==> src/rtl/halt_detector.sv <==
// Flags a halt once the PC has matched the previous cycle's PC for HALT_STABLE
// consecutive cycles; the first cycle after clr drops only samples the PC.
module halt_detector #(
   parameter int ADDR_WIDTH  = 32,
   parameter int HALT_STABLE = 4
) (
   input  logic                  clk,
   input  logic                  rst,
   input  logic                  clr,
   input  logic [ADDR_WIDTH-1:0] pc,
   output logic                  halt
);

   localparam int CW = $clog2(HALT_STABLE);
   localparam logic [CW-1:0] LAST = CW'(HALT_STABLE - 1);

   logic                  armed;
   logic [ADDR_WIDTH-1:0] prev_pc;
   logic [CW-1:0]         same_cnt;
   logic                  same;

   assign same = (pc == prev_pc);

   always_ff @(posedge clk) begin
      if (!rst || clr) begin
         armed    <= 1'b0;
         prev_pc  <= '0;
         same_cnt <= '0;
      end else if (!armed) begin
         armed    <= 1'b1;
         prev_pc  <= pc;
         same_cnt <= '0;
      end else begin
         prev_pc <= pc;
         if (!same)
            same_cnt <= '0;
         else if (same_cnt != LAST)
            same_cnt <= same_cnt + 1'b1;
      end
   end

   // Combinational so the run can end in the very cycle the last match is seen.
   assign halt = armed && !clr && same && (same_cnt == LAST);

endmodule

==> config.mk <==
export PLATFORM = sky130hd
export DESIGN_NAME = halt_detector
export DESIGN_NICKNAME = d
export VERILOG_FILES = /design/src/rtl/halt_detector.sv
export SDC_FILE = /design/constraint.sdc
export NUM_CORES = 1
export LEC_CHECK = 0
export BUFFER_PORTS_ARGS = -buffer_cell sky130_fd_sc_hd__buf_2
export CORE_UTILIZATION = 50
export CTS_BUF_LIST = sky130_fd_sc_hd__clkbuf_8
export CTS_CLUSTER_SIZE = 16
export DETAILED_ROUTE_END_ITERATION = 8
export PLACE_DENSITY_LB_ADDON = 0.1
export REMOVE_ABC_BUFFERS = 1
export SLEW_MARGIN = 30
export SYNTH_ARGS = -nofsm -noshare
export SYNTH_HDL_FRONTEND = slang
export SYNTH_SLANG_ARGS = --single-unit
==> constraint.sdc <==
create_clock -name clk -period 1.75 [get_ports clk]
set_input_delay 0.2625 -clock clk [delete_from_list [all_inputs] [get_ports clk]]
set_output_delay 0.2625 -clock clk [all_outputs]
set_load 0.005 [all_outputs]
Word level (Yosys, flattened, before mapping)
Index checks and enable logic that the tools add are counted.

storage, ports and cells
  bits in registers = 35

cells by class
  add/sub/neg operators = 1
  bitwise operators = 2
  muxes and demuxes = 1
  eq/ne operators = 3
  reductions and logical operators = 7

operators with widths
  operator                                     number
  == test 32 bit                               1
  logical AND 1 bit                            3
  OR reduction 3 bit                           1
  adder 2 x 1 -> 2 bit, second input constant  1
  == test 2 bit, second input constant         1
  zero test 1 bit                              2
  != test 2 bit, second input constant         1
  inverter 1 bit                               2
  logical OR 1 bit                             1
  two-way mux 1 bit                            1

Depth between registers and ports, before layout
Gate-level depths: netlist (run 1).

  word-level depth = 4
  gate-level depth with buffers = 4
  depth with buffers taken out = 4

Worst setup path before layout (run 1)
OpenSTA, ideal clock, no wires.

  path type = reg2out
  start point = register prev_pc[25]
  end point = output port halt
  required time = 1.487 ns
  path buffers = 0
  arrival time = 1.278 ns
  stages on the path, launching flop included = 5
  slack = 0.209 ns
  cell sequence = dfxtp_1 nand2b_1 o2111ai_1 or4_4 nor4_1

between the ends
  word-level cells in the longest chain between the ends = 3

ends and longest elaborated chain
  item                            RTL line  text
  from (decl)                     18        logic [ADDR_WIDTH-1:0] prev_pc;
  from (signal assigned)          31        prev_pc <= pc;
  from (signal assigned)          34        prev_pc <= pc;
  == test 32 bit                  22        assign same = (pc == prev_pc);
  logical AND 1 bit (2 in a row)  43        assign halt = armed && !clr && same && (same_cnt == LAST);
  to (decl)                       11        output logic halt

Every way passes these cells.

Worst setup path in the final report (run 1)
  start point = register prev_pc[28]
  end point = output port halt

The elaborated chain is that of the path after synthesis.

==> out/results.ini, run 1 <==
[die]
initial_core_utilization_pct = 54.0
top_level_ports = 36
die_h_um = 54.4
die_w_um = 54.4
core.rowCount = 18
core_region_area_mm2 = 0.00254
die_area_mm2 = 0.00296

[critical_path]
worstPathCellList = xor2_1 > nor4_2 > nand4b_1 > nor4_4 > buf_2
worstReg2RegEnd = same_cnt[1]
worstSetupPathType = register to output pin
timing.critical_path.slowest_cell_delay_ns = 0.32
cp_max_fo = 2
r2r_slack_ns = 0.17
timing.critical_path.slowest_stage_cell = sky130_fd_sc_hd__nor4_2
crit_path_end_kind = output pin
crit-reg2reg-launch = prev_pc[17]
worst_endpoint_data_arrival_time_ns = 1.75
timing.reg2reg.worst_path_depth = 5
cp_num_buf_inv = 1
path_delay_family = simple AND/OR/NAND/NOR gates
setup.worst_path.start_class = register
worstPathRequired_ns = 1.49

[final_layout]
diodes = 0
num-nets-final = 217
fin_cells = 212
mostFrequentLayoutCell = sky130_fd_sc_hd__buf_2
synthToLayoutAreaGrowth_pct = 31.6
drive_gt1_share_pct = 36.3
layout_common_cells = 35 x sky130_fd_sc_hd__buf_2, 32 x sky130_fd_sc_hd__and2_1, 31 x sky130_fd_sc_hd__dfxtp_1, 21 x sky130_fd_sc_hd__xor2_1, 10 x sky130_fd_sc_hd__buf_4

[flow_run]
drv.max_cap_violation_count = 0

[timing]
final_max_slew_viol_count = 0
grt_setup_unrepaired = true
achievable-frequency_mhz = 497
fin_tns_setup_ns = -0.263
postLayoutSetupSlackWorst_ns = -0.263
worstMarginPinSlew_ns = 0.543
min_clock_period_post_route_ns = 2.01
skew_ns = 0.00660
finalCritPeriodShare_pct = 115
timing.final.setup_violations = 1
hold_violations = 0
max-slew-margin-rel_pct = 63.7
fin_hold_ws_ns = 0.197

[grt]
grt_pass1_vias = 1003
maximum_number_of_pins_on_one_net_before_global_route_repair = 13
grt_first_pass_wirelength_um = 4080
grtUsageTotal_pct = 20.3
overflow = 0
grt_antenna_before_repair = 0

[yosys]
post_synth_num_cell_types = 22
async_flop_share_pct = 0
netlist_area_mm2 = 0.00137
synthesis.instances = 132
synth_area_per_inst_um2 = 10.4
count_of_flip_flops_with_a_built_in_enable_after_synthesis = 0
synth-seq-area-share_pct = 51.0
yosys_register_bits = 35
count_of_yosys_warnings_during_synthesis = 0
synth-main-ff-cell = sky130_fd_sc_hd__dfxtp_1

[clocking]
tritoncts = built
cts_buffers = 5
clk_pin_slew_ns = 0.07
cts_hold_repair.buffers = 0
clkSinkCount = 35
insertion_delay_ns = 0.29
htree_num_levels = 2
cts-root-to-sink-buffers = 2
cts-root-buf = sky130_fd_sc_hd__clkbuf_8

[status]
outcome = finished with violations
failing_checks = setup timing

[routing]
detail_route.wl_per_cell_um = 11.6
number_of_antenna_violating_nets_in_the_routed_design = 0
num_vias = 1046
postRouteWirelength_um = 2450
dr.pass1.iters = 4
drt_iter0_markers = 11
detail_route.drc_violations = 0
vias_per_cell = 4.93

[placement]
dp_hpwl_um = 1810
number_of_buffers_inserted_by_port_buffering = 35
gp_congestion = 0.753
numPlacedInstances = 201

[power_and_ir_drop]
power.ir.vdd_worst_v = 0.000740
p_per_area_mw_per_mm2 = 867
cellLeakagePower_nw = 0.824

[worst_hold_path]
timing.hold.worst.class = input pin to register
min_from = pc[4]
min_delay_path_depth = 2
hold_end = prev_pc[4]

-- what timing repair did --
action                                  in CTS  in global routing
resized for setup                            6                  8
setup buffers                                2                  1
pin swaps                                    6                  6
endpoints found under the setup margin       1                  1
-- power breakdown --
group / switching [mW] / internal [mW] / total [mW]
registers: 0.0130 / 0.828 / 0.841
logic: 0.0744 / 0.0880 / 0.162
clock network: 0.288 / 0.276 / 0.565
total: 0.376 / 1.19 / 1.57
-- cell families after synthesis --
logic type	count (synthesis)	synth area share [%]
fa+ha+maj	1	0.911
simple gates	57	26.1
xor+xnor	24	15.3
buf+inv	8	2.19
mux	1	0.820
compound gates	6	3.64
flops	35	51.0
-- worst max-delay path by stage --
stage / from / endpoint / slack, ns / cells after the start
after global placement: pc[25] / halt / -0.009 / 6
after global routing: prev_pc[28] / halt / -0.39 / 5
final: prev_pc[28] / halt / -0.26 / 5
after detailed placement: pc[25] / halt / -0.11 / 6
after floorplan: prev_pc[25] / halt / 0.21 / 4
after CTS: prev_pc[25] / halt / -0.26 / 5
-- per-stage QoR --
| step | total power [mW] | setup slack, ns | cell area (µm²) | utilization [%] |
|---|---|---|---|---|
| after CTS | 1.58 | -0.263 | 1760 | 69.0 |
| after global routing | 1.63 | -0.385 | 1810 | 71.0 |
| final | 1.57 | -0.263 | 1810 | 71.0 |
| after detailed placement | 1.01 | -0.109 | 1630 | 64.0 |
| after floorplan | 0.928 | 0.209 | 1360 | - |
| after global placement | 1.00 | -0.00898 | 1630 | 64.0 |
-- cells in the mapped netlist (all sizes together) (2+ instances only) --
cell type / number / share of area (%)
nand4: 3 / 1.4
nand2b: 5 / 2.3
nor4: 7 / 3.2
dfxtp: 35 / 51
a221oi: 2 / 1.3
clkbuf: 3 / 0.82
nor2b: 5 / 2.3
clkinv: 3 / 0.82
and2: 32 / 15
xor2: 23 / 15
inv: 2 / 0.55
o2111ai: 2 / 1.3
-- final cells by class --
cell class	instances	area [µm²]
Multi-Input combinational cell	89	707
Clock inverter	3	20.0
Fill cell	210	737
Timing Repair Buffer	45	250
Clock buffer	5	68.8
Tap cell	30	37.5
Sequential cell	35	706
Inverter	5	18.8
-- state kept, by name (all words and copies together) (netlist names) --
| signal | count |
|---|---|
| prev_pc | 32 |
| armed | 1 |
| same_cnt | 2 |
-- per-layer routing --
layer / part of all wire (%) / GRT usage, % / up-vias
met2: 49 / 32.7 / 34
met4: 2.4 / 11.5 / 0
met5: 0 / 0 / -
met3: 6.3 / 7.50 / 6
li1: - / - / 533
met1: 42 / 23.0 / 473
Note: power is estimated with default switching activity, not from simulation.
==> inputs of run 2 (changes only) <==
CORE_UTILIZATION = 53   (was 50)
==> out/results.ini, run 2 (synthesis gave the netlist of run 1 again) <==
[routing]
detail_route.wl_per_cell_um = 12.2  ; was 11.6 µm
drt_iter0_markers = 8  ; was 11
postRouteWirelength_um = 2570  ; was 2450 µm
detail_route.drc_violations = 0  ; unchanged
num_vias = 1029  ; was 1046
number_of_antenna_violating_nets_in_the_routed_design = 0  ; unchanged
vias_per_cell = 4.90  ; was 4.93
dr.pass1.iters = 4  ; unchanged

[placement]
placement.setup.worst_slack_ns = -0.112  ; was -0.109 ns
number_of_buffers_inserted_by_port_buffering = 35  ; unchanged
place_area_mm2 = 0.00164  ; was 0.00163 mm²
dp_hpwl_um = 1880  ; was 1810 µm
numPlacedInstances = 202  ; was 201
gp_congestion = 0.783  ; was 0.753

[power_and_ir_drop]
power.ir.vdd_worst_v = 0.00109  ; was 0.000740 V
switchingPower_mw = 0.355  ; was 0.376 mW
design_internal_power_mw = 1.27  ; was 1.19 mW
seq_power_share_pct = 51.9  ; was 53.6%
cellLeakagePower_nw = 0.830  ; was 0.824 nW
switching_share_pct = 21.9  ; was 24.0%
clock_power_share_pct = 38.2  ; was 36.0%
p_per_area_mw_per_mm2 = 906  ; was 867 mW/mm²
p_total_mw = 1.62  ; was 1.57 mW
combinational_share_of_power_pct = 9.9  ; was 10.4%

[clocking]
cts_buffers = 5  ; unchanged
insertion_delay_ns = 0.28  ; was 0.29 ns
clk_pin_slew_ns = 0.07  ; about the same
clkSinkCount = 35  ; unchanged
tritoncts = built  ; unchanged
cts-root-buf = sky130_fd_sc_hd__clkbuf_8  ; unchanged
cts_hold_repair.buffers = 0  ; unchanged
cts-root-to-sink-buffers = 2  ; unchanged
htree_num_levels = 2  ; unchanged

[critical_path]
crit_path_end_kind = output pin  ; unchanged
worst_endpoint_data_arrival_time_ns = 1.72  ; was 1.75 ns
setup.worst_path.start_class = register  ; unchanged
cp_max_fo = 3  ; was 2
worstPathRequired_ns = 1.49  ; about the same
worstSetupPathType = register to output pin  ; unchanged

[grt]
maximum_number_of_pins_on_one_net_before_global_route_repair = 16  ; was 13
global_route.usage.met3_pct = 8.33  ; was 7.50%
grtUsageTotal_pct = 20.5  ; was 20.3%
overflow = 0  ; unchanged
grt.met1_usage_pct = 19.1  ; was 23.0%
grt_antenna_before_repair = 0  ; unchanged
grt_first_pass_wirelength_um = 3910  ; was 4080 µm
top_usage_layer = met2  ; unchanged
global_route.usage.met2_pct = 37.8  ; was 32.7%
grt_pass1_vias = 997  ; was 1003

[final_layout]
design_area_mm2 = 0.00179  ; was 0.00181 mm²
largest-register = prev_pc  ; unchanged
drive_gt1_share_pct = 33.9  ; was 36.3%
fin_cells = 210  ; was 212
mostFrequentLayoutCell = sky130_fd_sc_hd__buf_2  ; unchanged
synthToLayoutAreaGrowth_pct = 30.2  ; was 31.6%
postLayoutCoreUtil_pct = 72.9  ; was 71.0%
reg.largest.list = prev_pc (32), same_cnt (2), armed (1)  ; unchanged
num-nets-final = 215  ; was 217
layout_common_cells = 35 x sky130_fd_sc_hd__buf_2, 34 x sky130_fd_sc_hd__dfxtp_1, 32 x sky130_fd_sc_hd__and2_1, 23 x sky130_fd_sc_hd__xor2_1, 8 x sky130_fd_sc_hd__buf_4  ; was 35 x sky130_fd_sc_hd__buf_2, 32 x sky130_fd_sc_hd__and2_1, 31 x sky130_fd_sc_hd__dfxtp_1, 21 x sky130_fd_sc_hd__xor2_1, 10 x sky130_fd_sc_hd__buf_4
max_ffs_per_register = 32  ; unchanged
diodes = 0  ; unchanged

[status]
failing_checks = setup timing  ; unchanged
outcome = finished with violations  ; unchanged

[worst_hold_path]
timing.hold.worst.class = input pin to register  ; unchanged

[die]
core_region_area_mm2 = 0.00245  ; was 0.00254 mm²
die_w_um = 52.9  ; was 54.4 µm
die_h_um = 52.9  ; was 54.4 µm
initial_core_utilization_pct = 56.0  ; was 54.0%
die_area_mm2 = 0.00280  ; was 0.00296 mm²
top_level_ports = 36  ; unchanged
core.rowCount = 18  ; unchanged

[timing]
postLayoutSetupSlackWorst_ns = -0.230  ; was -0.263 ns
final_max_slew_viol_count = 0  ; unchanged
timing.final.setup_violations = 1  ; unchanged
achievable-frequency_mhz = 505  ; was 497 MHz
skew_ns = 0.00390  ; was 0.00660 ns
worstMarginPinSlew_ns = 0.354  ; was 0.543 ns
finalCritPeriodShare_pct = 113  ; was 115%
min_clock_period_post_route_ns = 1.98  ; was 2.01 ns
hold_violations = 0  ; unchanged
fin_tns_setup_ns = -0.230  ; was -0.263 ns
grt_setup_unrepaired = true  ; unchanged
max-slew-margin-rel_pct = 76.2  ; was 63.7%
fin_hold_ws_ns = 0.204  ; was 0.197 ns

[flow_run]
drv.max_cap_violation_count = 0  ; unchanged

-- run 2: final timing paths --
kind	from	endpoint	slack [ns]	cells after the start
max	prev_pc[11]	halt	-0.23	5
min	pc[26]	prev_pc[26]	0.20	2
max reg2reg	prev_pc[5]	same_cnt[0]	0.16	5
min reg2reg	same_cnt[0]	same_cnt[0]	0.62	3
-- run 2: timing repair --
item / CTS / global route
setup buffers: 0 / 0
resized for setup: 2 / 9
setup endpoints to repair: 1 / 1
pin swaps: 1 / 3
-- run 2: layer usage --
layer  wire [µm]  share of wire, %
met3         129               5.0
met1        1010                39
met4          57               2.2
met2        1370                53
met5           0                 0
-- run 2: area by class of cell --
cell class,count,area (µm²)
clock buffers,7,96.3
clock inverters,1,3.75
fillers,207,666
inverters,5,18.8
multi-input cells,89,696
flip-flops and latches,35,702
well taps,30,37.5
repair buffers,43,235
-- run 2: power groups by stage --
| stage | Sequential [mW] | Clock [mW] | Combinational [mW] |
|---|---|---|---|
| floorplan | 0.855 | 0 | 0.0729 |
| global placement | 0.857 | 0 | 0.142 |
| detailed placement | 0.859 | 0 | 0.147 |
| CTS | 0.841 | 0.641 | 0.150 |
| global route | 0.843 | 0.663 | 0.178 |
| finish | 0.842 | 0.620 | 0.160 |
-- run 2: worst max-delay path: stages, from the launching register on --
cell	delay [ns]
sky130_fd_sc_hd__dfxtp_1	0.32
sky130_fd_sc_hd__clkinv_1	0.10
sky130_fd_sc_hd__a221oi_2	0.29
sky130_fd_sc_hd__nand4_1	0.25
sky130_fd_sc_hd__nor4_4	0.33
sky130_fd_sc_hd__buf_2	0.15
